`src/rtl/mux_rr_stream.sv`:
```
// N-input round-robin streaming multiplexer with a registered valid/ready output stage.
// Define MUX_FORCE_SEL_EN to add the force_en/force_sel override ports.
module mux_rr_stream #(
    parameter int N = 4,
    parameter int W = 8,
    localparam int SELW = $clog2(N)
) (
    input  logic              clk,
    input  logic              rst_n,
    input  logic [N-1:0]      in_valid,
    output logic [N-1:0]      in_ready,
    input  logic [N*W-1:0]    in_data,
    output logic              out_valid,
    input  logic              out_ready,
    output logic [W-1:0]      out_data,
    output logic [SELW-1:0]   out_sel
`ifdef MUX_FORCE_SEL_EN
    ,
    input  logic              force_en,
    input  logic [SELW-1:0]   force_sel
`endif
);

    logic [SELW-1:0] ptr;
    logic            load;
    logic            forcing;
    logic            rr_found;
    logic [SELW-1:0] rr_idx;
    logic            grant_found;
    logic [SELW-1:0] grant_idx;
    logic            transfer;
    logic [W-1:0]    chan_data [N];

    for (genvar i = 0; i < N; i++) begin : g_unpack
        assign chan_data[i] = in_data[i*W +: W];
    end

    assign load = !out_valid || out_ready;

    // Search ptr, ptr+1, ... wrapping at N; the first hit is the nearest valid channel.
    always_comb begin
        int              cand;
        logic [SELW-1:0] cand_sel;
        rr_found = 1'b0;
        rr_idx   = '0;
        cand     = 0;
        cand_sel = '0;
        for (int k = 0; k < N; k++) begin
            cand = int'(ptr) + k;
            if (cand >= N) begin
                cand = cand - N;
            end
            cand_sel = SELW'(cand);
            if (!rr_found && in_valid[cand_sel]) begin
                rr_found = 1'b1;
                rr_idx   = cand_sel;
            end
        end
    end

`ifdef MUX_FORCE_SEL_EN
    assign forcing = force_en;

    always_comb begin
        if (force_en) begin
            grant_found = (32'(force_sel) < 32'(N)) && in_valid[force_sel];
            grant_idx   = force_sel;
        end else begin
            grant_found = rr_found;
            grant_idx   = rr_idx;
        end
    end
`else
    assign forcing     = 1'b0;
    assign grant_found = rr_found;
    assign grant_idx   = rr_idx;
`endif

    // Ready is held low during reset so no producer believes a word was taken.
    assign transfer = rst_n && load && grant_found;

    always_comb begin
        in_ready = '0;
        for (int i = 0; i < N; i++) begin
            in_ready[i] = transfer && (grant_idx == SELW'(i));
        end
    end

    always_ff @(posedge clk or negedge rst_n) begin
        if (!rst_n) begin
            out_valid <= 1'b0;
            out_data  <= '0;
            out_sel   <= '0;
            ptr       <= '0;
        end else begin
            if (transfer) begin
                out_valid <= 1'b1;
                out_data  <= chan_data[grant_idx];
                out_sel   <= grant_idx;
                if (!forcing) begin
                    ptr <= (grant_idx == SELW'(N-1)) ? '0 : grant_idx + SELW'(1);
                end
            end else if (out_ready) begin
                out_valid <= 1'b0;
            end
        end
    end

endmodule

```
`config.mk`:
```
export PLATFORM = sky130hd
export DESIGN_NAME = mux_rr_stream
export DESIGN_NICKNAME = d
export VERILOG_FILES = /design/src/rtl/mux_rr_stream.sv
export SDC_FILE = /design/constraint.sdc
export NUM_CORES = 1
export LEC_CHECK = 0
export BUFFER_PORTS_ARGS = -buffer_cell sky130_fd_sc_hd__buf_2
export CAP_MARGIN = 15
export CORE_ASPECT_RATIO = 1.25
export CORE_MARGIN = 3
export CORE_UTILIZATION = 41
export CTS_CLUSTER_SIZE = 30
export DETAILED_ROUTE_END_ITERATION = 7
export GPL_TIMING_DRIVEN = 0
export PLACE_DENSITY = 0.9
export SETUP_SLACK_MARGIN = 0.1
export SLEW_MARGIN = 30
export SYNTH_ARGS = -nofsm -noshare
export SYNTH_HDL_FRONTEND = slang
export SYNTH_SLANG_ARGS = --single-unit
```
`constraint.sdc`:
```
create_clock -name clk -period 4.5 [get_ports clk]
set_input_delay 1.35 -clock clk [delete_from_list [all_inputs] [get_ports clk]]
set_output_delay 1.35 -clock clk [all_outputs]
set_load 0.02 [all_outputs]
```
==> run_results.csv <==
group,metric,value,unit
yosys,synth.cell_area,817,um2
timing,slew_headroom,68.9,%
clock_network,cts_buffer_depth,2,
yosys,synth.net_count,120,
cells_and_area,final_layout_size_suffix_gt1_share,47.1,%
floorplan,rows,17,
clock_network,clkSinkCount,13,
yosys,synth_simple_gate_area_share,16.1,%
route,initialDrtViolationCount,13,
global_route,pin_count_of_the_biggest_net_entering_global_routing,15,
setup_path,path_class,"in2out",
cells_and_area,areaGrowthSynthToFinish,38.6,%
cells_and_area,fillers,163,
floorplan,core_area,1830,um2
min_path,timing.hold.worst_endpoint,"out_data[0]",
cells_and_area,multiInputGateArea,449,um2
yosys,synth_area_leader_cell,"dfrtp_1",
pwr,p_int,338,uW
timing,finalClockSkew,5.48,ps
pwr,ir_drop,0.000343,V
floorplan,die_width,45.9,um
timing,post_route_worst_hold_slack,493,ps
yosys,synth.yosys.warnings,0,
floorplan,initial_utilization,44.7,%
pwr,leakagePower,0.000649,uW
yosys,netlist.area_leader.share,39.8,%
pwr,switching_power_share_of_the_total,43.0,%
job,cap_violations,0,
min_path,hp-start,"out_data[0]",
setup_path,critical_path.max_fanout,10,
clock_network,cts.root.buffer_cell,"clkbuf_4",
route,wl_per_cell,14.9,um
clock_network,postCtsSetupBuffers,0,
pwr,share_seq_of_total_power,32.6,%
yosys,synth_edf_count,0,
cells_and_area,finish.instance_area,1130,um2
cells_and_area,antenna_cells_inserted,0,
route,drc,0,
timing,layout_worst_path_cycle_share,91.3,%
route,drt_first_pass_iters,4,
global_route,globalRouteTotalUtil,20.2,%
route,viasPerCell,5.48,
setup_path,rr_startpoint,"ptr[1]",
yosys,yosys-top-cells-area,"dfrtp_1 (40%), mux2i_1 (20%), o221ai_1 (9.6%)",
timing,maxSlewViolCount,0,
yosys,synth.avg_cell_area,10.1,um2
yosys,ys.flop_type,"dfrtp_1",
global_route,grt_first_pass_wirelength,3.89,mm
timing,max_slew.worst_pin.slew,461,ps
route,route.final.wire_length,2.33,mm
timing,totalNegativeSetupSlack,0,ps
clock_network,htreeDepth,1,
yosys,synthCells,81,
yosys,synth.area.mux_share,19.6,%
setup_path,crit_arrival,2760,ps
pwr,power-per-cell-area,523,nW/um2
global_route,first_global_vias,922,
setup_path,critPathRequiredTime,3150,ps
route,route.vias.total,861,
clock_network,tritoncts.num_buffers,3,
pwr,post-layout-total-power,592,uW
timing,period_minus_slack,4110,ps
floorplan,die_area,2570,um2
setup_path,r2r_cells,5,
setup_path,critPathCaptureType,"output pin",
timing,report.final.hold_viol_count,0,
placed_design,portBuffers,53,
setup_path,endpoint_of_the_worst_slack_reg_to_reg_timing_path,"out_data[1]",
yosys,post_synth_xor_area_fraction,1.07,%
timing,number_of_endpoints_failing_setup_at_the_final_stage,0,
cells_and_area,nets,178,
yosys,synth.yosys.seq_area_share,39.8,%
status,status,"complete, no violations",
timing,fmax,243,MHz
placed_design,dp_hpwl,1.95,mm
yosys,async_reset_ff_share,100,%
pwr,power.share.clock,11.8,%
pwr,combPwrFrac,55.6,%
yosys,yosys.cell_types.count,24,
placed_design,gp_congestion,0.728,
cells_and_area,final-seq-area,325,um2
pwr,netSwitchingPower,255,uW
route,antenna_violating_nets_post_route,0,
global_route,antenna_found_initial,0,
floorplan,die_h,55.9,um
yosys,postSynthRegisterBits,13,
clock_network,clk_latency,270,ps
floorplan,boundaryPins,54,
min_path,hp-class,"reg2reg",
yosys,yosys.cell_count.top_type,"mux2i_1",
clock_network,post_cts_resize_count,0,
clock_network,cts_hold_buffers_added,0,
yosys,synth_top_family_by_area,"multiplexers",
timing,rsz0062_at_grt,"false",
setup_path,worst-r2r-setup-slack,2840,ps
yosys,synth_compound_gate_area_share,18.2,%
clock_network,cts.reportedPaths.clkPinSlew,70,ps
min_path,worstHoldPathCells,2,
setup_path,cp-start-kind,"input pin",
yosys,cell_types_with_the_highest_counts_after_synthesis,"mux2i_1 (16), dfrtp_1 (13), nand2_1 (12)",
clock_network,cts_tree,"yes",
yosys,post_synth_adder_cell_area,0,%
global_route,total_gr_overflow,0,
placed_design,detailed_place.area,1110,um2
==> critical path, cell delays in order <==
cell and delay, ps:
buf_2 130, o41ai_1 510, nand2b_1 160, clkbuf_2 170, buf_4 200, nor3_1 60
buf_2 170
==> worst max-delay path by stage <==
stage,slack [ps],from,end,depth (start not counted)
global route,230,in_valid[3],in_ready[3],7
floorplan,690,in_valid[0],in_ready[1],5
global placement,400,in_valid[2],in_ready[3],7
CTS,370,in_valid[2],in_ready[3],7
finish,390,in_valid[2],in_ready[3],7
detailed placement,370,in_valid[2],in_ready[3],7
==> layout by cell type (no fill, tap or decap), types with 2 or more instances in the layout <==
| master | netlist | layout |
|---|---|---|
| nand2b_1 | 2 | 2 |
| mux2i_1 | 16 | 16 |
| clkbuf_4 | 0 | 3 |
| buf_2 | 0 | 53 |
| nor2_1 | 2 | 2 |
| o221ai_1 | 9 | 9 |
| and3_1 | 2 | 2 |
| a21oi_1 | 2 | 2 |
| buf_4 | 2 | 2 |
| nand2_2 | 2 | 2 |
| nor2b_1 | 2 | 2 |
| dfrtp_1 | 13 | 13 |
| inv_1 | 3 | 3 |
| nand2_1 | 12 | 12 |
| nor3_1 | 3 | 3 |
==> logic make-up after synthesis <==
family / count (synthesis)
AOI/OAI and AO/OA: 17
xor gates and xnor gates: 1
buffers and inverters: 7
DFF: 13
muxes: 16
and+or+nand+nor: 27
==> flip-flops by register name (all words and copies together) (netlist names) <==
register / flops
out_data: 8
out_sel: 2
out_valid: 1
ptr: 2
==> layer usage <==
metal  vias up  share of wire [%]  GRT usage, %
met4         0                2.7          11.8
li1        416                  -             -
met1       405                 35          20.5
met3         6                5.4          3.24
met2        34                 57          35.8
met5         -                  0             0
==> through the flow <==
stage	utilization, %	std cells	worst slack, ps
final	61.9	157	390
after global routing	61.9	157	225
after CTS	61.9	157	366
after detailed placement	60.5	153	372
after global placement	60.5	153	397
after floorplan	-	81	689
==> layout make-up <==
cell class	instances	share of cell area, %
Sequential cell	13	28.7
Timing Repair Buffer	53	23.4
Inverter	3	0.994
Clock buffer	4	2.32
Multi-Input combinational cell	61	39.7
Buffer	4	2.76
Tap cell	19	2.10
==> power groups by stage <==
stage | clock network, uW | logic, uW | registers [uW]
6_report | 69.8 | 330 | 193
5_1_grt | 78.1 | 357 | 198
4_1_cts | 71.8 | 332 | 192
3_5_place_dp | 0 | 333 | 193
3_3_place_gp | 0 | 319 | 192
2_1_floorplan | 0 | 181 | 241
Note: power is estimated with default switching activity, not from simulation.
